--- config.mk ---
export PLATFORM = sky130hd
export DESIGN_NAME = display_scan_ctrl
export DESIGN_NICKNAME = d
export VERILOG_FILES = /design/src/rtl/display_pkg.sv /design/src/rtl/sevenseg_ext_n.sv /design/src/rtl/display_scan_ctrl.sv
export SDC_FILE = /design/constraint.sdc
export NUM_CORES = 1
export LEC_CHECK = 0
export ABC_CLOCK_PERIOD_IN_PS = 13800
export CAP_MARGIN = 20
export CORE_ASPECT_RATIO = 1.4
export CORE_MARGIN = 3
export CORE_UTILIZATION = 52
export DETAILED_ROUTE_END_ITERATION = 12
export PLACE_DENSITY = 0.81
export SYNTH_ARGS = -nofsm -noshare
export SYNTH_HDL_FRONTEND = slang
export SYNTH_SLANG_ARGS = --single-unit
--- constraint.sdc ---
create_clock -name clk -period 13.8 [get_ports clk]
set_input_delay 4.14 -clock clk [delete_from_list [all_inputs] [get_ports clk]]
set_output_delay 4.14 -clock clk [all_outputs]
set_load 0.02 [all_outputs]
--- src/rtl/display_pkg.sv ---
// Shared types and display-code constants for the seven-segment scan controller.
package display_pkg;
    typedef logic [6:0] dcode_t;

    localparam dcode_t DC_BLANK = 7'h40;
    localparam dcode_t DC_DP    = 7'h20;
    localparam dcode_t DC_DASH  = 7'h10;
endpackage

--- src/rtl/sevenseg_ext_n.sv ---
// Combinational decoder from a 7-bit display code to active-low segments g..a and dp.
module sevenseg_ext_n
    import display_pkg::*;
(
    input  dcode_t     code,
    output logic [6:0] segs_n,
    output logic       dp_n
);

    always_comb begin
        segs_n = 7'h7F;
        dp_n   = 1'b1;
        if (!code[6]) begin
            if (code[5]) begin
                dp_n = 1'b0;
            end else if (code[4]) begin
                segs_n = 7'b0111111;
            end else begin
                // Codes D and E have no glyph and stay dark.
                case (code[3:0])
                    4'h0:    segs_n = 7'b1000000;
                    4'h1:    segs_n = 7'b1111001;
                    4'h2:    segs_n = 7'b0100100;
                    4'h3:    segs_n = 7'b0110000;
                    4'h4:    segs_n = 7'b0011001;
                    4'h5:    segs_n = 7'b0010010;
                    4'h6:    segs_n = 7'b0000010;
                    4'h7:    segs_n = 7'b1111000;
                    4'h8:    segs_n = 7'b0000000;
                    4'h9:    segs_n = 7'b0010000;
                    4'hA:    segs_n = 7'b0001000;
                    4'hB:    segs_n = 7'b0000011;
                    4'hC:    segs_n = 7'b1000110;
                    4'hF:    segs_n = 7'b0001110;
                    default: segs_n = 7'h7F;
                endcase
            end
        end
    end

endmodule

--- src/rtl/display_scan_ctrl.sv ---
// Multiplexed scan controller with shadow/active banks and tear-free frame commits.
// Optional LEADING_ZERO_BLANK_EN blanks leading zero codes of the active bank.
module display_scan_ctrl
    import display_pkg::*;
#(
    parameter int NDIGITS = 8,
    parameter int DIV     = 100_000
) (
    input  logic                       clk,
    input  logic                       rst,
    input  logic                       wr_en,
    input  logic [$clog2(NDIGITS)-1:0] wr_addr,
    input  logic [6:0]                 wr_data,
    input  logic                       commit,
    output logic                       commit_pend,
    output logic                       frame_done,
    output logic [NDIGITS-1:0]         an_n,
    output logic [6:0]                 segs_n,
    output logic                       dp_n
);

    localparam int AW = $clog2(NDIGITS);
    localparam int PW = $clog2(DIV);

    logic [PW-1:0]        presc_reg;
    logic [AW-1:0]        idx_reg;
    logic                 commit_pend_reg;
    logic [NDIGITS-1:0]   an_n_reg;
    logic [6:0]           segs_n_reg;
    logic                 dp_n_reg;
    dcode_t               shadow_reg [NDIGITS];
    dcode_t               active_reg [NDIGITS];

    logic                 tick;
    logic                 boundary;
    logic                 copy;
    logic [NDIGITS-1:0]   wr_hit;
    dcode_t               disp_code;
    logic [6:0]           dec_segs_n;
    logic                 dec_dp_n;

    assign tick     = (presc_reg == PW'(DIV - 1));
    assign boundary = tick && (idx_reg == AW'(NDIGITS - 1));
    assign copy     = boundary && (commit_pend_reg || commit);

    genvar gi;
    generate
        for (gi = 0; gi < NDIGITS; gi++) begin : g_hit
            // Out-of-range addresses match no digit and are dropped.
            assign wr_hit[gi] = wr_en && (int'(wr_addr) == gi);
        end
    endgenerate

`ifdef LEADING_ZERO_BLANK_EN
    logic [NDIGITS-1:0] lz_blank;
    logic               lz_run;

    always_comb begin
        lz_blank = '0;
        lz_run   = 1'b1;
        for (int d = NDIGITS - 1; d >= 0; d--) begin
            lz_run      = lz_run && (active_reg[d] == 7'd0);
            lz_blank[d] = lz_run && (d != 0);
        end
    end

    assign disp_code = lz_blank[idx_reg] ? DC_BLANK : active_reg[idx_reg];
`else
    assign disp_code = active_reg[idx_reg];
`endif

    sevenseg_ext_n u_dec (
        .code   (disp_code),
        .segs_n (dec_segs_n),
        .dp_n   (dec_dp_n)
    );

    // Copy reads the pre-edge shadow, so a write in the boundary cycle lands only in shadow.
    always_ff @(posedge clk or posedge rst) begin
        if (rst) begin
            for (int d = 0; d < NDIGITS; d++) begin
                shadow_reg[d] <= DC_BLANK;
                active_reg[d] <= DC_BLANK;
            end
        end else begin
            for (int d = 0; d < NDIGITS; d++) begin
                if (copy) begin
                    active_reg[d] <= shadow_reg[d];
                end
                if (wr_hit[d]) begin
                    shadow_reg[d] <= wr_data;
                end
            end
        end
    end

    always_ff @(posedge clk or posedge rst) begin
        if (rst) begin
            presc_reg       <= '0;
            idx_reg         <= '0;
            commit_pend_reg <= 1'b0;
            an_n_reg        <= '1;
            segs_n_reg      <= 7'h7F;
            dp_n_reg        <= 1'b1;
        end else begin
            presc_reg <= tick ? '0 : presc_reg + PW'(1);
            if (tick) begin
                idx_reg <= (idx_reg == AW'(NDIGITS - 1)) ? '0 : idx_reg + AW'(1);
            end

            if (copy) begin
                commit_pend_reg <= 1'b0;
            end else if (commit) begin
                commit_pend_reg <= 1'b1;
            end

            // First cycle of each slot is dark to avoid ghosting onto the next digit.
            if (tick) begin
                an_n_reg   <= '1;
                segs_n_reg <= 7'h7F;
                dp_n_reg   <= 1'b1;
            end else begin
                an_n_reg   <= ~(NDIGITS'(1) << idx_reg);
                segs_n_reg <= dec_segs_n;
                dp_n_reg   <= dec_dp_n;
            end
        end
    end

    assign frame_done  = boundary;
    assign commit_pend = commit_pend_reg;
    assign an_n        = an_n_reg;
    assign segs_n      = segs_n_reg;
    assign dp_n        = dp_n_reg;

endmodule

After elaboration in Yosys (flattened, before gate mapping)
Memory sizes are Yosys's and may differ from the RTL's.
Index checks and enable logic that the tools add are counted.
{"block": "word_totals", "regBits": 149, "rom_bits": 112, "input_bits": 14, "out_inout_bits": 18, "elab_cells": 66, "mem_count": 1}
{"block": "classes", "add_sub_neg": 2, "order_cmp": 1, "n_eq_ne": 9, "shifts": 1, "muxes": 15, "n_bitwise": 2, "n_reduce_logical": 13}
{"name": "(name not given)", "words": 16, "width": 7, "rd": 1, "rd_clocked_by_memory_dff": 0, "write_ports": 0, "line_no": "sevenseg_ext_n.sv:20", "rtl": "case (code[3:0])"}
{"op": "$mux W7", "n": 6}
{"op": "$bmux W7 S3", "n": 1}
{"op": "$add A17 B1 Y17 const B", "n": 1}
{"op": "$eq A17 B17 Y1 const B", "n": 1}
{"op": "$mux W17", "n": 1}
{"op": "$eq A3 B3 Y1 const B", "n": 5}
{"op": "$logic_and A1 B1 Y1", "n": 10}
{"op": "$mux W8", "n": 1}
{"op": "$not A8 Y8", "n": 1}
{"op": "$shl A1 B3 Y8 const A", "n": 1}
{"op": "$eq A3 B2 Y1 const B", "n": 2}
{"op": "$mux W1", "n": 5}
{"op": "$ge A4 B4 Y1 const B", "n": 1}
{"op": "$not A3 Y4", "n": 1}
{"op": "$add A3 B1 Y3 const B", "n": 1}
{"op": "$eq A3 B1 Y1 const B", "n": 1}
{"op": "$logic_not A3 Y1", "n": 1}
{"op": "$mux W3", "n": 1}
{"op": "$reduce_bool A2 Y1", "n": 1}
{"op": "$logic_or A1 B1 Y1", "n": 1}

Depth between registers and ports, before layout
Gate-level depths: netlist of run 1.
An unclocked memory read counts as a cell.
{"block": "logic_depth", "word_depth": 9, "ltp_mapped": 10, "depth_no_buf": 8}

Modules after synthesis
From an unflattened synthesis of run 1, not the netlist that was laid out.
{"block": "unflattened", "cells_unflattened": 466, "hier_area_um2": 6570.1}
{"mod": "display_scan_ctrl", "instances": 1, "cells_per_inst": 423, "area_each_um2": 6253.5, "seq_area_each_um2": 3768.6}
{"mod": "sevenseg_ext_n", "instances": 1, "cells_per_inst": 43, "area_each_um2": 316.6, "seq_area_each_um2": 0.0}

Worst setup path before layout of run 1
No wires, ideal clock.
{"block": "synth_timing", "path_type": "flip-flop to output port", "startpoint": "register idx_reg[1]", "endpoint": "output frame_done", "arrival_time_ns": 1.694, "required_time_ns": 9.660, "setup_slack_ns": 7.966, "stages_incl_launch_ff": 5, "n_path_buf": 0, "cell_sequence": "dfrtp_1 > ha_1 > ha_1 > inv_1 > nor4_1"}
{"block": "synth_between", "elab_chain_len": 2}
{"item": "start, declared", "line_no": "display_scan_ctrl.sv:26", "rtl": "logic [AW-1:0] idx_reg;"}
{"item": "start signal, assigned", "line_no": "display_scan_ctrl.sv:108", "rtl": "idx_reg <= (idx_reg == AW'(NDIGITS - 1)) ? '0 : idx_reg + AW'(1);"}
{"item": "$eq A3 B3 Y1", "line_no": "display_scan_ctrl.sv:43", "rtl": "assign boundary = tick && (idx_reg == AW'(NDIGITS - 1));"}
{"item": "$logic_and A1 B1 Y1", "line_no": "display_scan_ctrl.sv:43"}
{"item": "end, declared", "line_no": "display_scan_ctrl.sv:16", "rtl": "output logic frame_done,"}
Every way passes these cells.

Worst setup path in the final report of run 1
Same ends and word-level chain as after synthesis.

==> run metrics, run 1 <==
Hold Crit Start presc_reg[0]; final core utilization 0.610; Setup Skew 0.00846 ns; hold buffers post-CTS 0; Initial Utilization 0.535; Mapped Avg Cell Area 15.0 µm²; DRC 0; Most used DFF post-synth dfrtp_1; Max FO, Critical Path 17; Crit Path Class reg2out; LEAKAGE ~3.4 nW; grt total ovfl 0; Global Route Usage Sum 0.185; DR WL/cell 19.0 µm; drt total wl about 12000 µm; EDFF count, synth 0; warnings from Yosys 0; Vert. Die Dim 140 µm; layout net count 506; Clk pin slew, worst setup/hold paths 0.06 ns; Slew @ Worst Pin 0.987 ns; clock sinks 149; WP buf/inv 2; endpoints failing setup 0; PD cells 130 nW/µm²; total CTS buffers 17; initial antenna violation count 0; post-cts repair resize count 0; fmax ~140 MHz; Post-CTS Setup Bufs 0; max cap viols 0; internal power 0.766 mW; Area Overhead vs Synth 13.9%; n_diodes 0; Worst path most repeated cell ha_1; syn nets 470; Pre-Repair DR Iteration Count 4; reg2reg start idx_reg[1]; largest net degree at the start of global routing 81; CTS max path bufs 2; Top delay family on crit path flip-flops; DIE AREA 14200 µm²; vias in the first global route around 3.9k; clock share of power 0.439; P_sw roughly 0.22 mW; CP max stage delay 0.88 ns; CP Launch Point idx_reg[1]; sequential share of power 0.503; worst path arrival time 2.91 ns; I/O pin count 32; sw frac 0.225; via/cell ratio 5.64; Slew Viols, Final 0; via count of the routed design 3617; CTS tree done; cells after synthesis 443; RSZ-0062 raised after global routing false; Min-Delay Path Class reg2reg; DIE WIDTH 102 µm; Antenna Nets Post-Route 0; clk root buf clkbuf_16; Clk Latency, worst-skew pair 0.42 ns; post-synthesis sequential area ratio 0.566; synthesized flop and latch total about 150; first-pass GRT wire length 20200 µm; Post-synth ARST share 1.00; row count 48; CP cell instances ha_1 > ha_1 > inv_1 > nor4_1 > clkdlybuf4s50_1; post-DP HPWL 7670 µm; status finished, final reports clean; Req. time, crit path a little under 10 ns; First DRT Iteration DRCs 157; post-synthesis cell area approximately 6700 µm²; Port Buffers 31; final hold viol count 0; CP max-delay cell dfrtp_1; H-tree levels 4; Max IR drop VDD 0.0590 mV; Placeable Area 12400 µm²; crit share post-route 0.511; FF+latch area ~3800 µm²; fill count approximately 930; setup TNS 0 ns; multi-input logic area 2670 µm²; share of cells above drive strength 1 0.409; Slew headroom 0.339; Comb power frac 0.058; CP Launch Type flip-flop; Yosys cell types 41; min cycle time layout 7.05 ns; GP Congestion 0.752; endpoint type of the worst setup path primary output
## kinds of logic (layout without fill, tap and decap cells)
logic type,count (synthesis),count (layout),synth area share
simple gates,83,83,0.0673
flops,149,149,0.566
fa+ha+maj,13,13,0.0244
compound gates,19,19,0.0175
xor+xnor,14,14,0.0184
buf+inv,30,78,0.0321
mux,135,135,0.274
## placed cells by master, fill, tap and decap left out, types with 7 or more instances in the layout
master / count
xor2_1: 7
nor2_1: 18
mux4_2: 12
clkdlybuf4s50_1: 31
dfstp_2: 32
nand2_1: 23
inv_1: 10
dfrtp_1: 117
nand4_1: 7
mux2_4: 40
ha_1: 13
clkbuf_16: 17
o21ai_0: 7
mux2_2: 72
mux2i_1: 9
nand3_1: 10
xnor2_1: 7
## metal layers
metal / part of all wire / wire length, µm / track usage / up-vias
li1: - / - / - / 1652
met2: 0.52 / 6390 / 0.307 / 72
met3: 0.033 / 401 / 0.0466 / 23
met4: 0.018 / 220 / 0.0609 / 0
met1: 0.43 / 5180 / 0.237 / 1870
met5: 0 / 0 / 0 / -
## path summary, 6_finish.rpt
path	slack (ns)	to	cells past startpoint
max	6.75	frame_done	5
min	0.47	presc_reg[0]	1
max reg2reg	10.81	active_reg[54]	6
min reg2reg	0.47	presc_reg[0]	1
max in group asynchronous	8.22	shadow_reg[46]	3
min in group asynchronous	4.17	presc_reg[5]	2
## worst register-to-register path, stage by stage (launching register included)
cell	delay, ns
dfrtp_1	0.88
ha_1	0.31
ha_1	0.17
inv_1	0.10
nor3_4	0.19
buf_4	0.74
mux2_2	0.49
## metrics by stage
stage / power (mW) / area (µm²) / hold WS [ns] / instances / setup WS, ns
after CTS: 0.996 / 7580 / 0.471 / 641 / 6.73
after global routing: 1.02 / 7580 / 0.506 / 641 / 6.60
after global placement: 0.553 / 7020 / 0.448 / 610 / 7.23
after detailed placement: 0.561 / 7020 / 0.466 / 610 / 7.22
after floorplan: 0.539 / 6660 / 0.432 / 443 / 5.70
final: 0.988 / 7580 / 0.469 / 641 / 6.75
## Yosys cell counts, types with 6 or more instances
cell      number  area (µm²)
dfstp_2       32         841
xor2_1         7        61.3
ha_1          13         163
nand3_1       10        50.1
mux2i_1        9        90.1
mux4_2        12         270
mux2_2        72         811
inv_1         11        41.3
dfrtp_1      117        2930
nand4_1        7        43.8
o21ai_0        7        35.0
nor2_1        18        67.6
o211ai_1       6        45.0
nand2_1       23        86.3
xnor2_1        7        61.3
clkbuf_1       7        26.3
mux2_4        40         601
## cell type report
class,instances,share of cell area
sequential,149,0.497
clock buffer,19,0.0598
timing repair buffer,35,0.0449
inverter,12,0.00660
tap,150,0.0248
clock inverter,12,0.0139
multi-input combinational,264,0.353
## power by group through the flow
stage	Clock [mW]	Sequential [mW]	Combinational, mW
final	0.434	0.497	0.0569
after detailed placement	0	0.504	0.0573
after global placement	0	0.500	0.0531
after floorplan	0	0.496	0.0431
after global routing	0.459	0.501	0.0629
after CTS	0.441	0.497	0.0583
No activity file was read; power rests on OpenSTA's default activity.
==> run 2: changes to the inputs <==
Settings changed: ABC_CLOCK_PERIOD_IN_PS 13800 to 5800, PLACE_DENSITY 0.81 to 0.84.
Clock period 13.8 ns to 5.8 ns, I/O delays scaled along.
==> run metrics, run 2 (same netlist as run 1, synthesis figures left out) <==
status finished, final reports clean; Slew @ Worst Pin 0.971 ns (-0.0156 ns); Vert. Die Dim 140 µm (unchanged); CP cell instances buf_4 > ha_1 > ha_1 > inv_1 > nor4_1 > clkdlybuf4s50_1; DIE WIDTH 102 µm (unchanged); CP Launch Point idx_reg[0]; Clk Latency, worst-skew pair 0.42 ns (about the same); final core utilization 0.614 (+0.00483); endpoints failing setup 0 (unchanged); PD cells 318 nW/µm² (+140%); final hold viol count 0 (unchanged); fmax approximately 220 MHz; crit share post-route 0.770; LEAKAGE 3.42 nW (+0.80%); row count 48 (unchanged); clock sinks 149 (unchanged); DIE AREA 14200 µm² (unchanged); Crit Path Class reg2out; initial antenna violation count 0 (unchanged); Setup Skew 0.0101 ns (+0.00160 ns); setup TNS 0 ns (unchanged); Req. time, crit path 4.06 ns (-5.60 ns); post-DP HPWL 7820 µm (+2.0%); Final Non-Filler Cells 644 (+0.47%); Hold Crit Start presc_reg[0]; CP max-delay cell clkdlybuf4s50_1; Pre-Repair DR Iteration Count 4 (unchanged); Max IR drop VDD 0.150 mV (+160%); DRC 0 (unchanged); min cycle time layout 4.47 ns; Worst path most repeated cell ha_1; worst path arrival time 2.73 ns (-0.18 ns); drt total wl 12200 µm (-0.21%); Slew headroom 0.353 (+0.0140); WP buf/inv 3 (+1); via count of the routed design 3681 (+1.8%); Clk pin slew, worst setup/hold paths 0.07 ns (about the same); I/O pin count 32 (unchanged); endpoint type of the worst setup path primary output; CP Launch Type flip-flop; commonest non-fill, non-tap cells in the layout 117 x dfrtp_1, 72 x mux2_2, 40 x mux2_4; Global Route Usage Sum 0.192 (+0.00679); post-cts repair resize count 0 (unchanged); CTS tree done; layout net count 508 (+0.40%); DR WL/cell 18.9 µm (-0.67%); vias in the first global route 3994 (+1.7%); n_diodes 0 (unchanged); Initial Utilization 0.535 (unchanged); RSZ-0062 raised after global routing false; reg2reg start presc_reg[0]; clk root buf clkbuf_16; Port Buffers 31 (unchanged); Post-CTS Setup Bufs 0 (unchanged); Post-Place Cells 612 (+0.33%); GP Congestion 0.749 (-0.32%); share of cells above drive strength 1 0.413 (+0.00359); hold buffers post-CTS 0 (unchanged); leading cell type in the layout, fill and taps excluded dfrtp_1; Total Power 2.43 mW (+150%); max cap viols 0 (unchanged); Final WS setup 1.33 ns (-5.41 ns); via/cell ratio 5.72 (+1.3%); Top delay family on crit path buffers and inverters; Area Overhead vs Synth 14.8%; first-pass GRT wire length 20900 µm (+3.5%); Min-Delay Path Class reg2reg; DP Worst Slack 1.77 ns (-5.44 ns); First DRT Iteration DRCs 163 (+3.8%); CP max stage delay 0.69 ns (-0.19 ns); fill count 885 (-5.1%); grt total ovfl 0 (unchanged); Max FO, Critical Path 17 (unchanged); total CTS buffers 17 (unchanged); CTS max path bufs 2 (unchanged); largest net degree at the start of global routing 102 (+26%); Placeable Area 12400 µm² (unchanged); H-tree levels 4 (unchanged); Slew Viols, Final 0 (unchanged); Antenna Nets Post-Route 0 (unchanged)
## run 2: cell count changes in the layout (fill, tap and decap cells not counted), sizes merged
cell / change
inv: +5
clkbuf: -1
bufinv: +1
buf: +2
clkinv: -4
## run 2: stage by stage
stage	hold WS, ns	cell area (µm²)
2_1_floorplan	0.432	6660
3_3_place_gp	0.451	7040
3_5_place_dp	0.464	7040
4_1_cts	0.478	7640
5_1_grt	0.485	7640
6_report	0.483	7640
## run 2: layout make-up
class | count | area [µm²] | share of cell area
flip-flops and latches | 149 | 3770 | 0.493
inverters | 12 | 50.0 | 0.00655
clock buffers | 18 | 439 | 0.0575
repair buffers | 37 | 355 | 0.0465
multi-input cells | 264 | 2670 | 0.350
well taps | 150 | 188 | 0.0246
clock inverters | 14 | 164 | 0.0215
## run 2: layer usage
metal	vias to the layer above	global-route usage	share of wire	wire length, µm
met5	-	0	0	0
met4	0	0.0714	0.022	271
met3	23	0.0411	0.034	415
met2	74	0.330	0.54	6510
met1	1919	0.234	0.41	4970
li1	1665	-	-	-
## run 2: power by group
| part | switching (mW) | internal, mW | leakage (nW) |
|---|---|---|---|
| registers | 0.0460 | 1.14 | 1.85 |
| logic | 0.0567 | 0.0776 | 1.27 |
| clock network | 0.454 | 0.657 | 0.292 |
## run 2: worst paths after layout
kind	to	slack, ns	depth (start not counted)
hold / removal	presc_reg[0]	0.48	1
hold reg to reg	presc_reg[0]	0.48	1
setup / recovery	frame_done	1.33	6
setup reg to reg	active_reg[52]	2.93	6
max in group asynchronous	an_n[6]	2.96	3
min in group asynchronous	presc_reg[3]	1.86	2
==> run 3: changes to the inputs <==
Settings changed: ABC_CLOCK_PERIOD_IN_PS 5800 to 4100.
Clock period 5.8 ns to 4.1 ns, I/O delays scaled along.
==> run metrics, run 3 (same netlist as run 1, synthesis figures left out) <==
final core utilization 0.614 (unchanged); Hold Crit Start presc_reg[0]; max cap viols 0 (unchanged); Req. time, crit path 2.87 ns (-1.19 ns); Global Route Usage Sum 0.188 (-0.00411); Worst R2R Path Depth 8 (+2); clk root buf clkbuf_16; GP Congestion 0.757 (+1.0%); Min-Delay Path Class reg2reg; Clk pin slew, worst setup/hold paths 0.06 ns (about the same); Port Buffers 31 (unchanged); layout net count 508 (unchanged); final hold viol count 0 (unchanged); vias in the first global route 3971 (-0.58%); initial antenna violation count 0 (unchanged); Slew headroom 0.317 (-0.0360); DIE AREA 14200 µm² (unchanged); fmax 281 MHz; H-tree levels 4 (unchanged); Placeable Area 12400 µm² (unchanged); share of cells above drive strength 1 0.407 (-0.00607); Final Non-Filler Cells 644 (unchanged); Initial Utilization 0.535 (unchanged); first-pass GRT wire length 20300 µm (-2.8%); DRC 0 (unchanged); First DRT Iteration DRCs 152 (-6.7%); CP max stage delay 0.67 ns (-0.02 ns); clock sinks 149 (unchanged); I/O pin count 32 (unchanged); post-DP HPWL 7860 µm (+0.48%); DIE WIDTH 102 µm (unchanged); via/cell ratio 5.65 (-1.1%); reg-to-reg slack, setup 1.13 ns (-1.80 ns); Hold Path Sink presc_reg[0]; Hold Path Stages 1 (unchanged); Total Power 3.38 mW (+39%); largest net degree at the start of global routing 139 (+36%); Vert. Die Dim 140 µm (unchanged); worst path arrival time 2.32 ns (-0.41 ns); Post-Place Cells 612 (unchanged); DP Worst Slack 0.998 ns (-0.776 ns); post-cts repair resize count 0 (unchanged); n_diodes 0 (unchanged); Slew @ Worst Pin 0.996 ns (+0.0255 ns); min cycle time layout ~3.6 ns; RSZ-0062 raised after global routing false; endpoint type of the worst setup path primary output; endpoints failing setup 0 (unchanged); commonest non-fill, non-tap cells in the layout 117 x dfrtp_1, 72 x mux2_2, 40 x mux2_4; leading cell type in the layout, fill and taps excluded dfrtp_1; setup TNS 0 ns (unchanged); Crit Path Class reg2out; Max FO, Critical Path 9 (-8); Setup Skew 0.0113 ns (+0.00127 ns); Clk Latency, worst-skew pair 0.42 ns (about the same); grt total ovfl 0 (unchanged); Area Overhead vs Synth 14.8% (unchanged); drt total wl 12200 µm (+0.58%); via count of the routed design 3641 (-1.1%); total CTS buffers 17 (unchanged); Max IR drop VDD 0.260 mV (+73%); Final WS setup 0.546 ns (-0.788 ns); row count 48 (unchanged); crit share post-route 0.867; Antenna Nets Post-Route 0 (unchanged); CP Launch Type flip-flop; PD cells 443 nW/µm² (+39%); reg2reg start idx_reg[0]; Slew Viols, Final 0 (unchanged); r2r endpoint segs_n[0]; Post-CTS Setup Bufs 0 (unchanged); hold buffers post-CTS 0 (unchanged); CTS tree done; CTS max path bufs 2 (unchanged); CP cell instances ha_1 > inv_1 > nor4_1 > clkdlybuf4s50_1; Pre-Repair DR Iteration Count 4 (unchanged); status finished, final reports clean; CP max-delay cell clkdlybuf4s50_1; DR WL/cell 19.0 µm (+0.58%); LEAKAGE 3.41 nW (about the same)
[run 3: final cells by class]
type                       count  area, µm²
timing repair buffer          37        380
clock inverter                 9        101
sequential                   149       3770
clock buffer                  23        478
inverter                      12       48.8
multi-input combinational    264       2670
fill                         882       4790
tap                          150        188
[run 3: metrics by stage]
| stage | hold slack (ns) | cell area [µm²] |
|---|---|---|
| after floorplan | 0.432 | 6660 |
| after global placement | 0.442 | 7060 |
| after detailed placement | 0.478 | 7060 |
| after CTS | 0.485 | 7640 |
| after global routing | 0.512 | 7640 |
| final | 0.482 | 7640 |
[run 3: worst max path at each step]
stage | cells past startpoint | start | end | slack, ns
finish | 4 | idx_reg[2] | frame_done | 0.55
global route | 4 | presc_reg[0] | frame_done | 0.40
CTS | 4 | idx_reg[2] | frame_done | 0.54
detailed placement | 3 | wr_addr[0] | shadow_reg[11] | 1.0
global placement | 4 | idx_reg[2] | frame_done | 1.01
floorplan | 1 | rst | active_reg[0] | 1.02
[run 3: where the power goes]
part	internal [mW]	switching (mW)	leakage [nW]
combinational	0.111	0.0794	1.27
sequential	1.61	0.0692	1.85
clock	0.939	0.576	0.287
[run 3: layer usage]
metal	GRT usage	up-vias	wire (µm)
met5	0	-	0
met4	0.0742	0	234
met3	0.0476	21	373
met2	0.310	69	6440
met1	0.235	1892	5190
li1	-	1659	-
[run 3: critical path, delay by kind of cell (launching register included)]
family | cells | cell delay, ns
buf+inv | 2 | 0.78
flops | 1 | 0.51
simple gates | 1 | 0.38
fa+ha+maj | 1 | 0.22
